`src/rtl/lrwait_pkg.sv`:
```
// Shared definitions for the LRWait tail controller slice.
//   amo_op_t   : AMO opcode encoding carried on in_qamo_i / bank_qamo_o
//   su_state_t : occupancy of the single SuccUpdate response register
//   slot_t     : layout of one reservation slot at the default widths
//   DefaultMetaWidth : requester metadata width, built from its fields
package lrwait_pkg;

  // Requester metadata fields, packed {ini_addr, meta_id, core_id, tile_id, lrwait}.
  localparam int unsigned IniAddrWidth    = 1;
  localparam int unsigned MetaIdWidth     = 4;
  localparam int unsigned CoreIdWidth     = 4;
  localparam int unsigned TileIdWidth     = 2;
  localparam int unsigned LrwaitFlagWidth = 1;
  localparam int unsigned DefaultMetaWidth =
    IniAddrWidth + MetaIdWidth + CoreIdWidth + TileIdWidth + LrwaitFlagWidth;

  localparam int unsigned DefaultAddrWidth = 32;
  localparam int unsigned DefaultDataWidth = 32;

  typedef enum logic [3:0] {
    AMO_NONE = 4'h0,
    AMO_SWAP = 4'h1,
    AMO_ADD  = 4'h2,
    AMO_AND  = 4'h3,
    AMO_OR   = 4'h4,
    AMO_XOR  = 4'h5,
    AMO_MAX  = 4'h6,
    AMO_MAXU = 4'h7,
    AMO_MIN  = 4'h8,
    AMO_MINU = 4'h9,
    AMO_LR   = 4'hA,
    AMO_SC   = 4'hB
  } amo_op_t;

  typedef enum logic {
    SU_EMPTY   = 1'b0,
    SU_PENDING = 1'b1
  } su_state_t;

  // Slot addresses hold the word address only (byte offset dropped).
  typedef struct packed {
    logic                          valid;
    logic [DefaultAddrWidth-3:0]   addr;
    logic [DefaultMetaWidth-1:0]   tail_meta;
  } slot_t;

endpackage

```
`src/rtl/lrwait_slot_table.sv`:
```
// Reservation slot storage for the LRWait tail controller.
//   lookup_addr_i  : word address of the current request
//   match_o        : a valid slot holds lookup_addr_i
//   match_tail_o   : tail metadata of the matching slot
//   free_avail_o   : at least one slot is invalid
//   alloc_i        : allocate lowest free slot with {lookup_addr_i, alloc_tail_i}
//   update_i       : overwrite the matching slot's tail with update_tail_i
//   release_i      : invalidate the matching slot
module lrwait_slot_table #(
  parameter int unsigned NumSlots  = 4,
  parameter int unsigned AddrWidth = 32,
  parameter int unsigned MetaWidth = 12
) (
  input  logic                 clk_i,
  input  logic                 rst_ni,
  input  logic [AddrWidth-3:0] lookup_addr_i,
  output logic                 match_o,
  output logic [MetaWidth-1:0] match_tail_o,
  output logic                 free_avail_o,
  input  logic                 alloc_i,
  input  logic [MetaWidth-1:0] alloc_tail_i,
  input  logic                 update_i,
  input  logic [MetaWidth-1:0] update_tail_i,
  input  logic                 release_i
);

  localparam int unsigned IdxWidth = (NumSlots > 1) ? $clog2(NumSlots) : 1;

  logic [NumSlots-1:0]  valid_q;
  logic [AddrWidth-3:0] addr_q [NumSlots];
  logic [MetaWidth-1:0] tail_q [NumSlots];

  logic [NumSlots-1:0]  hit;
  logic [IdxWidth-1:0]  match_idx;
  logic [IdxWidth-1:0]  free_idx;

  // Descending scans so the lowest index is the last one written and wins.
  always_comb begin
    hit          = '0;
    match_idx    = '0;
    match_tail_o = '0;
    free_idx     = '0;
    for (int unsigned i = 0; i < NumSlots; i++) begin
      hit[i] = valid_q[i] && (addr_q[i] == lookup_addr_i);
    end
    for (int unsigned i = NumSlots; i > 0; i--) begin
      if (hit[i-1]) begin
        match_idx    = IdxWidth'(i - 1);
        match_tail_o = tail_q[i-1];
      end
      if (!valid_q[i-1]) begin
        free_idx = IdxWidth'(i - 1);
      end
    end
  end

  assign match_o      = |hit;
  assign free_avail_o = ~&valid_q;

  always_ff @(posedge clk_i or negedge rst_ni) begin
    if (!rst_ni) begin
      valid_q <= '0;
      for (int unsigned i = 0; i < NumSlots; i++) begin
        addr_q[i] <= '0;
        tail_q[i] <= '0;
      end
    end else begin
      if (alloc_i && free_avail_o && !match_o) begin
        valid_q[free_idx] <= 1'b1;
        addr_q[free_idx]  <= lookup_addr_i;
        tail_q[free_idx]  <= alloc_tail_i;
      end
      if (update_i && match_o) begin
        tail_q[match_idx] <= update_tail_i;
      end
      if (release_i && match_o) begin
        valid_q[match_idx] <= 1'b0;
      end
    end
  end

  a_single_match: assert property (@(posedge clk_i) disable iff (!rst_ni) $onehot0(hit));

endmodule

```
`src/rtl/lrwait_tail_ctrl.sv`:
```
// Bank-side LRWait/MCS queue tail controller, placed in front of one TCDM bank.
//   in_q*   : request from the tile interconnect (in_qlrwait_i marks a WakeUp)
//   bank_q* : request forwarded to the bank
//   bank_p* : response from the bank
//   out_p*  : response to the interconnect; out_plrwait_o marks a SuccUpdate
// First LR to an address goes to the bank and opens a slot; later LRs to the
// same word become SuccUpdates to the previous tail. WakeUps become bank LRs on
// behalf of the successor. An SC from the tail closes the slot.
module lrwait_tail_ctrl
  import lrwait_pkg::*;
#(
  parameter int unsigned NumSlots  = 4,
  parameter int unsigned AddrWidth = DefaultAddrWidth,
  parameter int unsigned DataWidth = DefaultDataWidth,
  parameter int unsigned MetaWidth = DefaultMetaWidth
) (
  input  logic                   clk_i,
  input  logic                   rst_ni,
  input  logic [AddrWidth-1:0]   in_qaddr_i,
  input  logic                   in_qwrite_i,
  input  logic [3:0]             in_qamo_i,
  input  logic [DataWidth-1:0]   in_qdata_i,
  input  logic [DataWidth/8-1:0] in_qstrb_i,
  input  logic [MetaWidth-1:0]   in_qmeta_i,
  input  logic                   in_qlrwait_i,
  input  logic                   in_qvalid_i,
  output logic                   in_qready_o,
  output logic [AddrWidth-1:0]   bank_qaddr_o,
  output logic                   bank_qwrite_o,
  output logic [3:0]             bank_qamo_o,
  output logic [DataWidth-1:0]   bank_qdata_o,
  output logic [DataWidth/8-1:0] bank_qstrb_o,
  output logic [MetaWidth-1:0]   bank_qmeta_o,
  output logic                   bank_qvalid_o,
  input  logic                   bank_qready_i,
  input  logic [DataWidth-1:0]   bank_pdata_i,
  input  logic [MetaWidth-1:0]   bank_pmeta_i,
  input  logic                   bank_pvalid_i,
  output logic                   bank_pready_o,
  output logic [DataWidth-1:0]   out_pdata_o,
  output logic [MetaWidth-1:0]   out_pmeta_o,
  output logic                   out_plrwait_o,
  output logic                   out_pvalid_o,
  input  logic                   out_pready_i
);

  amo_op_t amo;
  logic    is_lr, is_sc, is_wakeup;

  assign amo       = amo_op_t'(in_qamo_i);
  assign is_wakeup = in_qlrwait_i && (amo == AMO_LR);
  assign is_lr     = !in_qlrwait_i && (amo == AMO_LR);
  assign is_sc     = (amo == AMO_SC);

  logic                 match, free_avail;
  logic [MetaWidth-1:0] match_tail;
  logic                 alloc, su_push, release_slot;

  su_state_t            su_state_q;
  logic [MetaWidth-1:0] su_dest_q, su_data_q;
  logic                 su_pending, su_room;

  assign su_pending = (su_state_q == SU_PENDING);
  // Register can take a new SuccUpdate in the same cycle it is being drained.
  assign su_room    = !su_pending || out_pready_i;

  lrwait_slot_table #(
    .NumSlots (NumSlots),
    .AddrWidth(AddrWidth),
    .MetaWidth(MetaWidth)
  ) i_slot_table (
    .clk_i        (clk_i),
    .rst_ni       (rst_ni),
    .lookup_addr_i(in_qaddr_i[AddrWidth-1:2]),
    .match_o      (match),
    .match_tail_o (match_tail),
    .free_avail_o (free_avail),
    .alloc_i      (alloc),
    .alloc_tail_i (in_qmeta_i),
    .update_i     (su_push),
    .update_tail_i(in_qmeta_i),
    .release_i    (release_slot)
  );

  assign bank_qaddr_o  = in_qaddr_i;
  assign bank_qwrite_o = in_qwrite_i;
  assign bank_qamo_o   = in_qamo_i;
  assign bank_qstrb_o  = in_qstrb_i;

  always_comb begin
    bank_qvalid_o = in_qvalid_i;
    in_qready_o   = bank_qready_i;
    bank_qmeta_o  = in_qmeta_i;
    bank_qdata_o  = in_qdata_i;
    alloc         = 1'b0;
    su_push       = 1'b0;
    release_slot  = 1'b0;
    if (is_wakeup) begin
      // Issue the LR on behalf of the successor carried in the data field.
      bank_qmeta_o = in_qdata_i[MetaWidth-1:0];
      bank_qdata_o = '0;
    end else if (is_lr) begin
      if (match) begin
        bank_qvalid_o = 1'b0;
        in_qready_o   = su_room;
        su_push       = in_qvalid_i && su_room;
      end else if (!free_avail) begin
        bank_qvalid_o = 1'b0;
        in_qready_o   = 1'b0;
      end else begin
        alloc = in_qvalid_i && bank_qready_i;
      end
    end else if (is_sc) begin
      release_slot = in_qvalid_i && bank_qready_i && match && (match_tail == in_qmeta_i);
    end
  end

  always_ff @(posedge clk_i or negedge rst_ni) begin
    if (!rst_ni) begin
      su_state_q <= SU_EMPTY;
      su_dest_q  <= '0;
      su_data_q  <= '0;
    end else if (su_push) begin
      su_state_q <= SU_PENDING;
      su_dest_q  <= match_tail;
      su_data_q  <= in_qmeta_i;
    end else if (su_pending && out_pready_i) begin
      su_state_q <= SU_EMPTY;
    end
  end

  assign out_pvalid_o  = su_pending || bank_pvalid_i;
  assign out_pdata_o   = su_pending ? DataWidth'(su_data_q) : bank_pdata_i;
  assign out_pmeta_o   = su_pending ? su_dest_q : bank_pmeta_i;
  assign out_plrwait_o = su_pending;
  assign bank_pready_o = su_pending ? 1'b0 : out_pready_i;

  a_wakeup_has_slot: assert property (@(posedge clk_i) disable iff (!rst_ni)
    (in_qvalid_i && is_wakeup) |-> match);

endmodule

```
`config.mk`:
```
export PLATFORM = sky130hd
export DESIGN_NAME = lrwait_tail_ctrl
export DESIGN_NICKNAME = d
export VERILOG_FILES = /design/src/rtl/lrwait_pkg.sv /design/src/rtl/lrwait_slot_table.sv /design/src/rtl/lrwait_tail_ctrl.sv
export SDC_FILE = /design/constraint.sdc
export NUM_CORES = 1
export LEC_CHECK = 0
export ABC_AREA = 1
export BUFFER_PORTS_ARGS = -buffer_cell sky130_fd_sc_hd__buf_4
export CORE_ASPECT_RATIO = 0.7
export CORE_MARGIN = 2
export CORE_UTILIZATION = 41
export CTS_BUF_LIST = sky130_fd_sc_hd__clkbuf_4
export DETAILED_ROUTE_END_ITERATION = 16
export PLACE_DENSITY = 0.61
export SYNTH_ARGS = -nofsm -noshare
export SYNTH_HDL_FRONTEND = slang
export SYNTH_SLANG_ARGS = --single-unit
```
`constraint.sdc`:
```
create_clock -name clk_i -period 4.27 [get_ports clk_i]
set_input_delay 0 -clock clk_i [delete_from_list [all_inputs] [get_ports clk_i]]
set_output_delay 0 -clock clk_i [all_outputs]
set_load 0.05 [all_outputs]
```
==> results of run 1 <==
[state kept, by name, indices dropped and copies added (netlist names)]
signal / cells
su_data_q: 12
su_dest_q: 12
i_slot_table.valid_q: 4
i_slot_table.tail_q: 48
i_slot_table.addr_q: 120
out_plrwait_o: 1
[area by class of cell]
type / instances / area, um^2
Fill cell: 3146 / 14700
Inverter: 358 / 1340
Antenna cell: 1 / 2.50
Sequential cell: 197 / 4930
Clock inverter: 15 / 194
Multi-Input combinational cell: 1309 / 5710
Tap cell: 412 / 515
Timing Repair Buffer: 315 / 2540
Clock buffer: 17 / 128
[metrics by stage]
stage,hold WS [ns],utilization,total power [mW],setup slack [ns]
after floorplan,-0.296,-,2.56,2.08
after global placement,0.000341,0.482,2.93,0.982
after detailed placement,0.000341,0.482,2.93,0.911
after CTS,0.000341,0.510,4.13,0.847
after global routing,0.000136,0.510,4.29,0.434
final,0.0000220,0.510,4.12,0.660
[kinds of logic after synthesis]
| group | synth area share |
|---|---|
| xor gates and xnor gates | 0.0181 |
| buffers and inverters | 0.155 |
| DFF | 0.392 |
| and+or+nand+nor | 0.352 |
| AOI/OAI and AO/OA | 0.0830 |
[how the worst min path moves through the flow]
| stage | endpoint | slack [ns] | cells after the start |
|---|---|---|---|
| floorplan | i_slot_table.addr_q[0] | -0.30 | 0 |
| global placement | bank_qstrb_o[0] | 0.0003 | 0 |
| detailed placement | bank_qstrb_o[0] | 0.0003 | 0 |
| CTS | bank_qstrb_o[0] | 0.0003 | 0 |
| global route | bank_qwrite_o | 0.0001 | 0 |
| finish | bank_qaddr_o[0] | 0.00002 | 0 |
[power groups by stage]
stage / logic [mW] / clock network (mW) / registers [mW]
after floorplan: 0.569 / 0 / 1.99
after global placement: 0.929 / 0 / 2.00
after detailed placement: 0.930 / 0 / 2.00
after CTS: 0.970 / 1.19 / 1.96
after global routing: 1.05 / 1.27 / 1.97
final: 0.981 / 1.18 / 1.97
[synthesized netlist by cell type]
cell type / instances / area [um^2]
nand3_1: 75 / 375
buf_1: 1 / 3.75
nor4_1: 7 / 43.8
and3_1: 2 / 12.5
nor4_4: 1 / 21.3
or2_2: 5 / 31.3
nand4_1: 33 / 206
o21a_1: 1 / 7.51
buf_4: 46 / 345
nor3_1: 8 / 40.0
nor3b_1: 2 / 15.0
nand3b_1: 27 / 203
nand2_1: 765 / 2870
nor2_2: 5 / 31.3
xnor2_1: 19 / 166
dfrtp_1: 197 / 4930
o21ai_0: 144 / 721
o22ai_1: 1 / 6.26
o21ai_2: 1 / 8.76
clkbuf_1: 39 / 146
a21oi_1: 16 / 80.1
o21ai_4: 1 / 16.3
o21ai_1: 38 / 190
nor2_1: 145 / 544
o31ai_1: 1 / 7.51
xor2_1: 7 / 61.3
buf_2: 23 / 115
nand2_2: 2 / 12.5
inv_1: 350 / 1310
inv_2: 8 / 30.0
nand3_2: 2 / 20.0
o211ai_1: 1 / 7.51
[layer usage]
| layer | up-vias | GRT usage | part of all wire |
|---|---|---|---|
| li1 | 6358 | - | - |
| met1 | 6069 | 0.471 | 0.49 |
| met2 | 572 | 0.363 | 0.38 |
| met3 | 38 | 0.0930 | 0.12 |
| met4 | 0 | 0.0649 | 0.011 |
| met5 | - | 0 | 0 |
[worst max-delay path: stages, from the launching register on]
cell,delay (ns)
dfrtp_1,0.46
xnor2_1,0.42
nand2_1,0.10
nor2_1,0.19
nand2_1,0.08
nor2_2,0.25
nand2_2,0.25
o21ai_2,0.14
nor2_1,0.08
nand2_2,0.14
nand4_1,0.14
nor2_1,0.14
inv_2,0.29
o21ai_4,0.59
o21ai_0,0.17
[repair_timing]
item / in CTS / in global routing
hold endpoints to repair: 296 / 0
endpoints found under the setup margin: 0 / 0
hold buffers: 51 / 0
==> metrics.cfg, run 1 <==
[power]
power_frac_clock=0.285
vdd_drop_max_uv=171
power.leakage_nw=8.50
combPwrFrac=0.238
sequentialPowerShare=0.477
p_switching_mw=1.47
power_switching_share=0.356
p_per_area_nw_per_um2=269
p_int_mw=2.66

[cts]
cts_root_buf=clkbuf_4
cts_buffers=17
htreeDepth=4
clk_path_buf_depth=2
cts.sinks=197
post_cts_buffers=0
cts_resized=0
cts.clk_slew.worst_paths_ns=0.19
cts_tree=done
worstSkewPairLatency_ns=0.69

[hold_path]
hp-class=input port to primary output
holdCritStartpoint=in_qaddr_i[0]

[timing]
setup_violations=0
final-hold-violation-count=0
tightestPinTransition_ns=0.945
drv_slew=0
rsz0062_at_grt=no
clock_skew_ns=0.0379
period_share=0.845
fin_setup_tns_ns=0
slew-limit-headroom=0.370
min_period_ns=3.61
fmax_ghz=0.277

[drt]
avgViaCountPerCell=4.97
drt_drc_violations_left=0
vias=13000
drt_iter0_markers=1501
ant_nets=0
dr.pass1.iters=5
post_drt_wl_per_cell_um=17.9
routed_wl_um=47000

[floorplan]
core.rowCount=53
die_area_um2=32100
initial_core_util=0.418
core_area_um2=30100
dieWidth_um=213
die-height_um=151
ios=270

[worst_setup_path]
cp_max_fo=50
endpoint=i_slot_table.tail_q[25]
reg2reg_to=i_slot_table.tail_q[25]
cp-end-kind=register
rrSetupSlack_ns=0.66
crit_start=i_slot_table.addr_q[35]
rr_worst_depth=14
r2r_start=i_slot_table.addr_q[35]
critPathRequiredTime_ns=4.81
worstPathArrival_ns=4.15
cp-start-kind=register
critPathKind=register to register

[synthesis]
syn_nets=2109
yosys_warnings=0
synth.distinct_cells=32
syn_inst=1973
ys_seq_area_frac=0.392
synth_area_per_cell_um2=6.38
synth_seq_cells=197
synth_area_um2=12600

[grt]
grt_pass1_wl_um=68900
antenna_found_initial=1
grt.total_usage=0.292
grt_max_degree=111
grt_overflow=0
grt_pass1_vias=11300

[cells_and_area]
final_cell_area_um2=15400
instances_no_fill=2624
layout_common_cells=nand2_1 (764), inv_1 (350), buf_4 (260)
area_growth_syn_to_layout_pct=22.0
nets=2334
final_common_cell=nand2_1
final_layout_size_suffix_gt1_frac=0.146

[placement]
port_buffers=255
post-dp-hpwl_um=36100
gp_congestion=1.05
dp_cells=2540
placed_area_um2=14500

[job]
maxCapViolations=0

[status]
status=finished, final reports clean

Power figures use the tool's default switching activity.
==> run 2: changes to the inputs <==
--- a/config.mk
+++ b/config.mk
@@ -5,14 +5,14 @@
 export SDC_FILE = /design/constraint.sdc
 export NUM_CORES = 1
 export LEC_CHECK = 0
-export ABC_AREA = 1
+export ABC_AREA = 0
 export BUFFER_PORTS_ARGS = -buffer_cell sky130_fd_sc_hd__buf_4
 export CORE_ASPECT_RATIO = 0.7
 export CORE_MARGIN = 2
 export CORE_UTILIZATION = 41
 export CTS_BUF_LIST = sky130_fd_sc_hd__clkbuf_4
 export DETAILED_ROUTE_END_ITERATION = 16
-export PLACE_DENSITY = 0.61
+export PLACE_DENSITY = 0.62
 export SYNTH_ARGS = -nofsm -noshare
 export SYNTH_HDL_FRONTEND = slang
 export SYNTH_SLANG_ARGS = --single-unit
==> constraint.sdc (replaced) <==
create_clock -name clk_i -period 3.5 [get_ports clk_i]
set_input_delay 0 -clock clk_i [delete_from_list [all_inputs] [get_ports clk_i]]
set_output_delay 0 -clock clk_i [all_outputs]
set_load 0.05 [all_outputs]
==> metrics.cfg, run 2 <==
[cts]
cts.sinks=197  ; unchanged
cts.clk_slew.worst_paths_ns=0.16  ; -0.03 ns
clk_path_buf_depth=2  ; unchanged
cts_tree=done
htreeDepth=4  ; unchanged
worstSkewPairLatency_ns=0.60  ; -0.09 ns
cts_buffers=17  ; unchanged
cts_root_buf=clkbuf_4

[worst_setup_path]
cp_max_fo=11  ; -78%
critPathRequiredTime_ns=4.00  ; -0.81 ns
worstPathArrival_ns=3.95  ; -0.20 ns
critPathMaxStageDelay_ns=0.47  ; -0.12 ns
crit_slowest_cell=or4_4
path_cells=xnor2_1 -> nand4_1 -> nor4_1 -> and3_1 -> buf_4 -> nand3_1 -> a21oi_1 -> xor2_1 -> or4_1 -> or4_4 -> o32a_1
cp-start-kind=register
critPathKind=register to register
cp-end-kind=register

[synthesis]
synth_top_cell_area_share=0.466  ; +0.0739
synth_edf_count=0  ; unchanged
yosys.area.top_type=dfrtp_1
yosysMostFrequentCell=mux2_2
ys_top_cells_by_area=dfrtp_1 (47%), mux2_2 (22%), xor2_1 (5.7%)
synth_area_um2=10600  ; -16%
synth_seq_cells=197  ; unchanged
synth_common_cells=mux2_2 (206), dfrtp_1 (197), xor2_1 (69)
syn_inst=914  ; -54%
syn_nets=1050  ; -50%
yosys_warnings=0  ; unchanged
synth_ff_type=dfrtp_1
synth.distinct_cells=48  ; +50%
ys_seq_area_frac=0.466  ; +0.0739
synth_area_per_cell_um2=11.6  ; +82%
async_reset_ff_frac=1.00  ; unchanged

[floorplan]
core.rowCount=49  ; -7.5%
core_area_um2=25500  ; -15%
die-height_um=138  ; -8.1%
dieWidth_um=196  ; -8.1%
die_area_um2=27100  ; -16%
ios=270  ; unchanged
initial_core_util=0.415  ; -0.00287

[power]
vdd_drop_max_uv=200  ; +17%
p_per_area_nw_per_um2=340  ; +27%
combPwrFrac=0.218  ; -0.020
p_switching_mw=1.49  ; +1.4%
power_frac_clock=0.259  ; -0.026
p_int_mw=3.16  ; +19%
sequentialPowerShare=0.523  ; +0.046
power_switching_share=0.320  ; -0.0357
design_power_total_mw=4.65  ; +13%
power.leakage_nw=6.74  ; -21%

[timing]
setup_ws_ns=0.0540  ; -0.606 ns
min_period_ns=3.45  ; -0.164 ns
fmax_ghz=0.290  ; +4.8%
slew-limit-headroom=0.384  ; +0.0138
drv_slew=0  ; unchanged
final-hold-violation-count=0  ; unchanged
clock_skew_ns=0.0300  ; -0.00796 ns
rsz0062_at_grt=yes
hold_ws_ns=0.0000647  ; +0.0000428 ns
setup_violations=0  ; unchanged
period_share=0.985  ; +0.139
fin_setup_tns_ns=0  ; unchanged
tightestPinTransition_ns=0.924  ; -0.0207 ns

[cells_and_area]
nets=1334  ; -43%
largest_register_ffs=120  ; unchanged
fin_util=0.536  ; +0.0261
fill_cells=2262  ; -28%
largestRegisters=i_slot_table.addr_q: 120 flops, i_slot_table.tail_q: 48 flops
multi_input_area_um2=5030  ; -12%
instances_no_fill=1544  ; -41%
largest_register=i_slot_table.addr_q
regArea_um2=4930  ; about the same
area_growth_syn_to_layout_pct=29.2
final_cell_area_um2=13700  ; -11%
final_layout_size_suffix_gt1_frac=0.475  ; +0.329
layout_common_cells=buf_4 (309), mux2_2 (206), dfrtp_1 (196)
final_common_cell=buf_4

[placement]
post-place-ws_ns=0.0298  ; -0.881 ns
post-dp-hpwl_um=21000  ; -42%
port_buffers=255  ; unchanged
placed_area_um2=12800  ; -12%
dp_cells=1451  ; -43%
gp_congestion=0.832  ; -21%

[drt]
ant_nets=0  ; unchanged
drt_iter0_markers=512  ; -66%
routed_wl_um=28600  ; -39%
drt_drc_violations_left=0  ; unchanged
post_drt_wl_per_cell_um=18.5  ; +3.5%
vias=7745  ; -41%
avgViaCountPerCell=5.02  ; +0.96%
dr.pass1.iters=5  ; unchanged

[grt]
grt_pass1_vias=7632  ; -32%
grt_overflow=0  ; unchanged
grt_max_degree=112  ; +0.90%
antenna_found_initial=1  ; unchanged
grt_pass1_wl_um=44700  ; -35%
grt.total_usage=0.215  ; -0.0770

[status]
status=finished, final reports clean

[hold_path]
hp-class=input port to primary output

[job]
maxCapViolations=0  ; unchanged

## run 2: final timing paths
kind	from	end	slack, ns	cells past startpoint
max in group asynchronous	rst_ni	i_slot_table.tail_q[17]	2.51	3
worst max-delay path	i_slot_table.addr_q[17]	i_slot_table.valid_q[1]	0.05	11
worst min-delay path	in_qaddr_i[0]	bank_qaddr_o[0]	0.00006	0
worst min register to register	su_data_q[2]	su_data_q[2]	0.48	2
min in group asynchronous	rst_ni	i_slot_table.addr_q[64]	0.06	2
worst max register to register	i_slot_table.addr_q[17]	i_slot_table.valid_q[1]	0.05	11
## run 2: layout make-up
type,instances,share of cell area
diodes,2,0.000366
well taps,331,0.0303
clock buffers,17,0.00933
multi-input cells,604,0.368
flip-flops and latches,197,0.361
repair buffers,372,0.220
inverters,6,0.00165
clock inverters,15,0.0103
## run 2: worst max-delay path, delay by kind of cell (launching register included)
kind | cells | cell delay (ns)
and+or+nand+nor | 6 | 1.84
AOI/OAI and AO/OA | 2 | 0.59
DFF | 1 | 0.42
xor gates and xnor gates | 2 | 0.29
buffers and inverters | 1 | 0.22
## run 2: power groups by stage
stage	Clock [mW]	Combinational, mW	Sequential [mW]
final	1.20	1.01	2.43
after global routing	1.34	1.08	2.44
after CTS	1.25	1.02	2.43
after detailed placement	0	0.971	2.47
after global placement	0	0.967	2.47
after floorplan	0	0.650	2.45
## run 2: routing by layer
metal | global-route usage | part of all wire
met5 | 0 | 0
met4 | 0.0411 | 0.0063
met3 | 0.0417 | 0.056
met2 | 0.288 | 0.41
met1 | 0.352 | 0.53
## run 2: repair_timing
| item | in CTS | in global routing |
|---|---|---|
| buffers inserted | 0 | 2 |
| hold buffers | 57 | 0 |
| gates resized for setup | 1 | 7 |
| endpoints found under the hold margin | 295 | 0 |
| endpoints found under the setup margin | 1 | 4 |
| pin swaps | 0 | 2 |
## run 2: cells by family (layout without fill, tap and decap cells)
family,after synthesis,count (layout),synth area share
AND/OR/NAND/NOR,229,229,0.114
AO/OA/AOI/OAI,36,36,0.0261
other,0,2,0
flip-flops,197,197,0.466
multiplexers,208,208,0.221
buffers and inverters,113,410,0.0648
XOR/XNOR,131,131,0.108
